**src/rtl/rtc_timekeeper.sv**
```systemverilog
// Real-time-clock core: prescales clk to a one-second tick and keeps hh:mm:ss,
// a wrapping day count, a range-checked load, an hh:mm alarm and a 12-hour view.
module rtc_timekeeper #(
  parameter int CLK_DIV = 50_000_000,
  parameter int DAY_W   = 16
) (
  input  logic             clk,
  input  logic             reset,
  input  logic             run,
  input  logic             load,
  input  logic [5:0]       ss_in,
  input  logic [5:0]       mm_in,
  input  logic [5:0]       hh_in,
  input  logic             alarm_wr,
  input  logic [5:0]       al_mm_in,
  input  logic [5:0]       al_hh_in,
  input  logic             alarm_en,
  input  logic             alarm_clr,
  output logic [5:0]       ss,
  output logic [5:0]       mm,
  output logic [5:0]       hh,
  output logic [3:0]       hh12,
  output logic             pm,
  output logic [DAY_W-1:0] day_cnt,
  output logic             sec_tick,
  output logic             day_tick,
  output logic             alarm_flag,
  output logic             load_err
);

  localparam int PW = (CLK_DIV > 2) ? $clog2(CLK_DIV) : 1;

  logic [PW-1:0]    presc_reg;
  logic [5:0]       ss_reg, mm_reg, hh_reg;
  logic [5:0]       al_mm_reg, al_hh_reg;
  logic [DAY_W-1:0] day_reg;
  logic             sec_tick_reg, day_tick_reg, alarm_flag_reg, load_err_reg;

  // Range checks: fields 0..2 are the time load, 3..4 the alarm write.
  logic [5:0] fld_in [5];
  logic [4:0] fld_ok;

  assign fld_in[0] = ss_in;
  assign fld_in[1] = mm_in;
  assign fld_in[2] = hh_in;
  assign fld_in[3] = al_mm_in;
  assign fld_in[4] = al_hh_in;

  generate
    for (genvar gi = 0; gi < 5; gi++) begin : g_range
      localparam logic [5:0] LIM = (gi == 2 || gi == 4) ? 6'd24 : 6'd60;
      assign fld_ok[gi] = (fld_in[gi] < LIM);
    end
  endgenerate

  logic load_ok, alarm_ok, load_take, alarm_take, inc, inc_take;

  assign load_ok    = &fld_ok[2:0];
  assign alarm_ok   = &fld_ok[4:3];
  assign load_take  = load && load_ok;
  assign alarm_take = alarm_wr && alarm_ok;
  assign inc        = run && (presc_reg == PW'(CLK_DIV - 1));
  // A valid load overrides a coinciding increment entirely.
  assign inc_take   = inc && !load_take;

  logic       ss_wrap, mm_wrap, hh_wrap, midnight, alarm_hit;
  logic [5:0] ss_next, mm_next, hh_next;

  assign ss_wrap  = (ss_reg == 6'd59);
  assign mm_wrap  = (mm_reg == 6'd59);
  assign hh_wrap  = (hh_reg == 6'd23);
  assign midnight = ss_wrap && mm_wrap && hh_wrap;

  assign ss_next = ss_wrap ? 6'd0 : ss_reg + 6'd1;
  assign mm_next = ss_wrap ? (mm_wrap ? 6'd0 : mm_reg + 6'd1) : mm_reg;
  assign hh_next = (ss_wrap && mm_wrap) ? (hh_wrap ? 6'd0 : hh_reg + 6'd1) : hh_reg;

  // ss_next is zero exactly when seconds wrap.
  assign alarm_hit = alarm_en && ss_wrap && (mm_next == al_mm_reg) && (hh_next == al_hh_reg);

  always_ff @(posedge clk or negedge reset) begin
    if (!reset) begin
      presc_reg      <= '0;
      ss_reg         <= '0;
      mm_reg         <= '0;
      hh_reg         <= '0;
      al_mm_reg      <= '0;
      al_hh_reg      <= '0;
      day_reg        <= '0;
      sec_tick_reg   <= 1'b0;
      day_tick_reg   <= 1'b0;
      alarm_flag_reg <= 1'b0;
      load_err_reg   <= 1'b0;
    end else begin
      if (load_take) begin
        presc_reg <= '0;
      end else if (run) begin
        presc_reg <= inc ? '0 : presc_reg + PW'(1);
      end

      if (load_take) begin
        ss_reg <= ss_in;
        mm_reg <= mm_in;
        hh_reg <= hh_in;
      end else if (inc_take) begin
        ss_reg <= ss_next;
        mm_reg <= mm_next;
        hh_reg <= hh_next;
      end

      if (inc_take && midnight) begin
        day_reg <= day_reg + DAY_W'(1);
      end

      sec_tick_reg <= inc_take;
      day_tick_reg <= inc_take && midnight;

      if (inc_take && alarm_hit) begin
        alarm_flag_reg <= 1'b1;
      end else if (alarm_clr) begin
        alarm_flag_reg <= 1'b0;
      end

      if (alarm_take) begin
        al_mm_reg <= al_mm_in;
        al_hh_reg <= al_hh_in;
      end

      if (load || alarm_wr) begin
        load_err_reg <= (load && !load_ok) || (alarm_wr && !alarm_ok);
      end
    end
  end

  logic [5:0] hh_m12;
  logic [3:0] hh12_next;

  assign hh_m12 = hh_reg - 6'd12;

  always_comb begin
    hh12_next = hh_reg[3:0];
    if (hh_reg == 6'd0) begin
      hh12_next = 4'd12;
    end else if (hh_reg > 6'd12) begin
      hh12_next = hh_m12[3:0];
    end
  end

  assign ss         = ss_reg;
  assign mm         = mm_reg;
  assign hh         = hh_reg;
  assign hh12       = hh12_next;
  assign pm         = (hh_reg >= 6'd12);
  assign day_cnt    = day_reg;
  assign sec_tick   = sec_tick_reg;
  assign day_tick   = day_tick_reg;
  assign alarm_flag = alarm_flag_reg;
  assign load_err   = load_err_reg;

endmodule
```
**config.mk**
```make
export PLATFORM = sky130hd
export DESIGN_NAME = rtc_timekeeper
export DESIGN_NICKNAME = d
export VERILOG_FILES = /design/src/rtl/rtc_timekeeper.sv
export SDC_FILE = /design/constraint.sdc
export NUM_CORES = 1
export LEC_CHECK = 0
export ABC_CLOCK_PERIOD_IN_PS = 2700
export CAP_MARGIN = 25
export CORE_MARGIN = 1
export CORE_UTILIZATION = 53
export CTS_BUF_LIST = sky130_fd_sc_hd__clkbuf_16
export CTS_CLUSTER_SIZE = 14
export DETAILED_ROUTE_END_ITERATION = 8
export GPL_ROUTABILITY_DRIVEN = 1
export PLACE_DENSITY = 0.84
export SYNTH_ARGS = -nofsm -noshare
export SYNTH_HDL_FRONTEND = slang
export SYNTH_SLANG_ARGS = --single-unit
```
**constraint.sdc**
```tcl
create_clock -name clk -period 2.7 [get_ports clk]
set_clock_uncertainty 0.05 [all_clocks]
set_input_delay 0.54 -clock clk [delete_from_list [all_inputs] [get_ports clk]]
set_output_delay 0.54 -clock clk [all_outputs]
set_load 0.01 [all_outputs]
```
=== Word-level counts from Yosys, hierarchy flattened ===
Index checks and enable logic that the tools add are counted.

* Bits in registers: 76
* Input port bits: 37
* Output and inout port bits: 43
* Word-level logic and storage cells: 72

* Add/subtract/negate cells: 6
* Magnitude comparators: 7
* Equal/unequal tests: 6
* Mux-type cells: 18
* Reductions and logical operators: 24

{| class="wikitable"
|+ Operator list
! operator !! count
|-
| two-way mux 26 bit || 3
|-
| two-way mux 6 bit || 11
|-
| adder 26 x 1 -> 26 bit (second input constant) || 1
|-
| equality test 26 bit (second input constant) || 1
|-
| adder 6 x 1 -> 6 bit (second input constant) || 3
|-
| less-than comparator 6 bit (second input constant) || 3
|-
| adder 16 x 1 -> 16 bit (second input constant) || 1
|-
| logical AND 1 bit || 13
|-
| equality test 6 bit || 2
|-
| equality test 6 bit (second input constant) || 2
|-
| less-than comparator 6 x 5 -> 1 bit (second input constant) || 2
|-
| two-way mux 4 bit || 2
|-
| equality test 6 x 5 -> 1 bit (second input constant) || 1
|-
| greater-or-equal comparator 6 x 4 -> 1 bit (second input constant) || 1
|-
| greater-than comparator 6 x 4 -> 1 bit (second input constant) || 1
|-
| logical NOT 6 bit || 1
|-
| nonzero test 2 bit || 3
|-
| subtractor 4 bit (second input constant) || 1
|-
| logical NOT 1 bit || 3
|-
| AND reduction 3 bit || 1
|-
| logical OR 1 bit || 2
|-
| two-way mux 1 bit || 2
|-
| AND reduction 2 bit || 1
|}

=== Longest topological paths before layout ===
* Word-level depth: 8
* Gate-level depth with buffers: 10
* Depth with buffers taken out: 9

=== Least setup slack after synthesis ===
No wires, ideal clock.

* Path kind: register -> register
* Start: register ss_reg[0] (netlist: ss[0])
* End: register alarm_flag_reg (netlist: alarm_flag)
* Setup time: 0.082 ns
* Data arrival time: 2.236 ns
* Data required time: 2.568 ns
* Slack: 0.332 ns
* Stages on the path, launching flop included: 9
* Path buffers: 0
* Clock period less this slack: 2.368 ns
* Path through: dfrtp_1 ha_1 nand2b_1 nor4_4 nand2_1 a32o_1 nor4_1 nand4_1 o22ai_1

* Cells in the longest elaborated chain, start to end: 7
* Elaborated cells between the ends (all ways): 12
* Those cells by class: 3 x eq/ne; 3 x mux; 6 x reduce/logical

{| class="wikitable"
|+ RTL lines
! item !! line !! source
|-
| start, declared || 34 || <nowiki>logic [5:0] ss_reg, mm_reg, hh_reg;</nowiki>
|-
| start signal, assigned || 102 || <nowiki>ss_reg <= ss_in;</nowiki>
|-
| start signal, assigned || 106 || <nowiki>ss_reg <= ss_next;</nowiki>
|-
| equality test 6 bit (*) || 69 || <nowiki>assign ss_wrap = (ss_reg == 6'd59);</nowiki>
|-
| two-way mux 6 bit / logical AND 1 bit (equally long branches) || 75, 76 ||
|-
| equality test 6 bit / two-way mux 6 bit (equally long branches) || 79, 76 ||
|-
| logical AND 1 bit / equality test 6 bit (equally long branches) || 79 || <nowiki>assign alarm_hit = alarm_en && ss_wrap && (mm_next == al_mm_reg) && (hh_next == al_hh_reg);</nowiki>
|-
| logical AND 1 bit (*) || 79 ||
|-
| logical AND 1 bit (*) || 118 || <nowiki>if (inc_take && alarm_hit) begin</nowiki>
|-
| two-way mux 1 bit / nonzero test 2 bit (equally long branches) || - ||
|-
| end signal, assigned || 92 || <nowiki>alarm_flag_reg <= 1'b0;</nowiki>
|-
| end signal, assigned || 119 || <nowiki>alarm_flag_reg <= 1'b1;</nowiki>
|-
| end signal, assigned || 121 || <nowiki>alarm_flag_reg <= 1'b0;</nowiki>
|-
| end, declared || 37 || <nowiki>logic sec_tick_reg, day_tick_reg, alarm_flag_reg, load_err_reg;</nowiki>
|}

Mark *: on every way between the ends. The rest lies on a longest branch, timed or not.
A chain may end at the register's enable or synchronous reset.

=== Final worst setup path ===
* Start: register hh_reg[2] (netlist: hh[2])
* End: output port hh12[2]

* Cells in the longest elaborated chain, start to end: 3
* Elaborated cells between the ends (all ways): 5
* Those cells by class: 1 x add/sub; 1 x order compare; 2 x mux; 1 x reduce/logical

{| class="wikitable"
|+ RTL lines
! item !! line !! source
|-
| start, declared || 34 ||
|-
| start signal, assigned || 104 || <nowiki>hh_reg <= hh_in;</nowiki>
|-
| start signal, assigned || 108 || <nowiki>hh_reg <= hh_next;</nowiki>
|-
| greater-than comparator 6 x 4 -> 1 bit / subtractor 4 bit (equally long branches) || 144, 138 ||
|-
| two-way mux 4 bit || 144 || <nowiki>end else if (hh_reg > 6'd12) begin</nowiki>
|-
| two-way mux 4 bit (*) || 142 || <nowiki>if (hh_reg == 6'd0) begin</nowiki>
|-
| end, declared || 22 || <nowiki>output logic [3:0] hh12,</nowiki>
|}

Marks and branches as above.

==> summary.md <==
The flow ran to the end, and the final reports show no timing, DRC or antenna violations. In the post-synthesis netlist, the biggest area contributors are dfrtp_1 (43%), xor2_1 (6.5%), nor2_1 (5.3%), nand2_1 (4.0%), nand3_1 (2.9%). Summed over all layers, the global routing overflow is 0. The run gives 2 as the maximum clock path buffer count.

The number of nets in the layout came out at 637. The count of port buffers added during placement is 79. Class of the tightest hold or removal check: primary input to async pin. The first global-routing pass estimated 19800 um of wire. The H-tree was split into 3 levels. The non-filler instance count after layout is 700. Clock tree synthesis found a total of 76 sinks. The leakage power figure is 2.52 nW, and the maximum VDD drop is 0.397 mV. Entering global routing, the biggest net connects 77 pins.

Measured along the x axis, the die boundary spans 93.7 um. The number of enable-type register cells in the synthesized netlist was 0. The simple-gate share of the synthesized area is 0.280. Most area-hungry cell type in the Yosys netlist: dfrtp_1.

The compound-cell area share of the yosys netlist came out at 0.108. The repair_antennas step left the layout with diodes totalling 0. Counting flops and latches in the post-synthesis netlist gives 76. The tools report the number of synthesis warnings as 0.

The via count of the first global-routing pass was 4054; the y dimension of the die was 93.7 um. The tools report the count of mapped cells out of synthesis as 493. First-pass detailed-route iteration total: 5. The proportion of register bits with asynchronous set or reset after synthesis was 1.00. The global-route usage over all layers was 0.294.

In this run, CTS created clock tree buffers numbering 9. Type of origin of the critical path: a flop. The fraction of final layout cells with drive strength greater than 1 was 0.114. Period utilization: 0.956. For the timing-limited maximum frequency, the log shows 0.387 GHz. Post-synthesis net count: 539.

After synthesis, the largest family of logic cells by area is simple AND/OR/NAND/NOR gates. The fraction of synthesized cell area taken by the top area cell type was 0.427; the layout overhead on the synthesized area was 32.7%. Data on the critical path is required at its endpoint by 2.11 ns. TritonCTS built the clock tree. The adder and majority gate portion of the synthesized area came out at 0.0253. The logs give 0.427 for the sequential share of the synthesized area and 0.119 ns for the final worst-path setup slack. Initial antenna violation count: 0. Number of distinct library cells after synthesis: 55. The logs give 0.873 for the last weighted congestion value of the routability-driven placer and 0 for the number of max-cap violations. The post-detailed-routing wire length was 12200 um; the final max-slew violation count was 0. In the post-synthesis netlist, the cell with the most instances is dfrtp_1.

After floorplanning, the core was sized to cover 0.00818 mm^2. The die covers 0.00877 mm^2. In the routed design, unresolved DRC markers number 0. In the synthesized netlist the dominant register cell turns out to be dfrtp_1. Share of synthesized area spent on multiplexers: 0.0385. The worst setup path is captured at an output pin.

In the final routed layout, each cell accounts on average for 17.5 um. Averaged over all synthesized cells, the footprint is 9.03 um^2. OpenSTA, run right after detailed placement, puts the worst setup slack at -0.222 ns.

The post-synthesis cell area came out at 0.00445 mm^2. The tools report the data arrival time of the critical path as 1.99 ns. The detailed router placed 4271 vias in this run.

The number of rows in the core area is 33. The worst setup path is of the flop to output pin kind. Clock-pin slew on the worst setup and hold paths: 0.06 ns. The tools report the starting density of the core as 0.545.

Once placement completed, the tool counted placed cells totaling 682. Setup total negative slack on the finished layout was measured at 0 ns. The detail route stage leaves a number of antenna-violating nets equal to 0. At the later pin of the worst-skew pair, clock insertion delay measures 0.34 ns.

For the pin with the worst max-slew slack, the measured transition is 0.548 ns. The worst-case headroom to the max-slew limit came out at 0.632. By count the netlist is led by dfrtp_1 (76), nor2_1 (63), nand2_1 (47), xor2_1 (33), nand3_1 (26). The root buffer cell chosen for the clock tree is clkbuf_16. The post-detailed-placement half-perimeter wirelength was 8560 um; the hold violation count in the final report was 0.

Flip-flop count of the largest register after layout: 26. The area share of xor/xnor cells in the synthesized design works out to 0.0924. The violation count after the first detailed-route iteration was 312. In this run the count of I/O pins placed on the die edge is 80. Setup repair after global routing left no endpoint under its margin. The final-report setup violation count was 0.

The areal power density over the cells was 589 mW/mm^2. The final critical delay including setup and external delays is 2.58 ns, and the number of vias per cell after detailed routing is 6.10. Of all nets on the critical path, the largest fanout is 6.
final cells by class:
class / instances / area, um^2
well taps: 105 / 131
flip-flops and latches: 76 / 1900
clock buffers: 9 / 225
fillers: 590 / 2270
multi-input cells: 384 / 2460
inverters: 13 / 48.8
repair buffers: 107 / 1030
clock inverters: 6 / 113
routing by layer:
| metal | wire length [um] | global-route usage | up-vias |
|---|---|---|---|
| li1 | - | - | 1972 |
| met1 | 5070 | 0.391 | 2051 |
| met2 | 6000 | 0.485 | 211 |
| met3 | 820 | 0.0405 | 37 |
| met4 | 325 | 0.115 | 0 |
| met5 | 0 | 0 | - |
stage by stage:
stage	hold WS, ns	utilization	cell area (um^2)	total power, mW
global route	0.224	0.723	5910	3.61
floorplan	0.194	-	4450	1.74
CTS	0.207	0.717	5860	3.46
finish	0.179	0.723	5910	3.48
global placement	0.406	0.675	5520	2.06
detailed placement	0.407	0.675	5520	2.08
cell usage in the layout (no fill, tap or decap), drive strengths merged, types with 7 or more instances in the layout:
cell type | synthesis | final
nor4 | 8 | 8
clkbuf | 16 | 9
o21ai | 20 | 20
inv | 13 | 14
nand4 | 19 | 19
nand3 | 26 | 26
nor3 | 12 | 12
xnor2 | 14 | 14
or3 | 10 | 10
ha | 9 | 9
mux2i | 7 | 7
nor2 | 63 | 63
nand2 | 47 | 47
xor2 | 33 | 33
and3 | 10 | 10
clkdlybuf4s50 | 0 | 77
nand3b | 7 | 7
dfrtp | 76 | 76
a31oi | 20 | 20
mux2 | 9 | 9
a21oi | 17 | 17
buf | 4 | 29
kinds of logic (layout without fill, tap and decap cells):
group / count (synthesis) / in the layout
buf+inv: 33 / 135
compound gates: 77 / 77
simple gates: 235 / 235
xor+xnor: 47 / 47
fa+ha+maj: 9 / 9
mux: 16 / 16
flops: 76 / 76
power breakdown:
group | switching (mW) | total (mW) | internal, mW
sequential | 0.122 | 1.35 | 1.23
combinational | 0.372 | 0.746 | 0.374
clock | 0.482 | 1.38 | 0.901
worst paths after layout:
check,startpoint,to,slack [ns],depth (start not counted)
min,reset,day_cnt[8]$_DFFE_PN0P_,0.18,2
min in group clk,day_cnt[15]$_DFFE_PN0P_,day_cnt[15]$_DFFE_PN0P_,0.41,1
max in group asynchronous,reset,hh[2]$_DFFE_PN0P_,2.08,2
max reg2reg,mm[0]$_DFFE_PN0P_,alarm_flag$_DFFE_PN0P_,0.16,8
max,hh[2]$_DFFE_PN0P_,hh12[2],0.12,6
min reg2reg,day_cnt[15]$_DFFE_PN0P_,day_cnt[15]$_DFFE_PN0P_,0.41,1
worst max-delay path, stage by stage, from the launching register on:
cell and delay (ns):
dfrtp_2 0.43, buf_4 0.17, inv_1 0.08, ha_1 0.22
a211oi_1 0.09, a21oi_1 0.13, clkdlybuf4s50_1 0.54
repair_timing:
action / in CTS / in global routing
gates cloned: 0 / 0
hold buffers: 0 / 0
setup endpoints to repair: 3 / 15
pin swaps: 1 / 1
resized for setup: 3 / 8
buffers inserted: 1 / 2
Note: power is estimated with default switching activity, not from simulation.
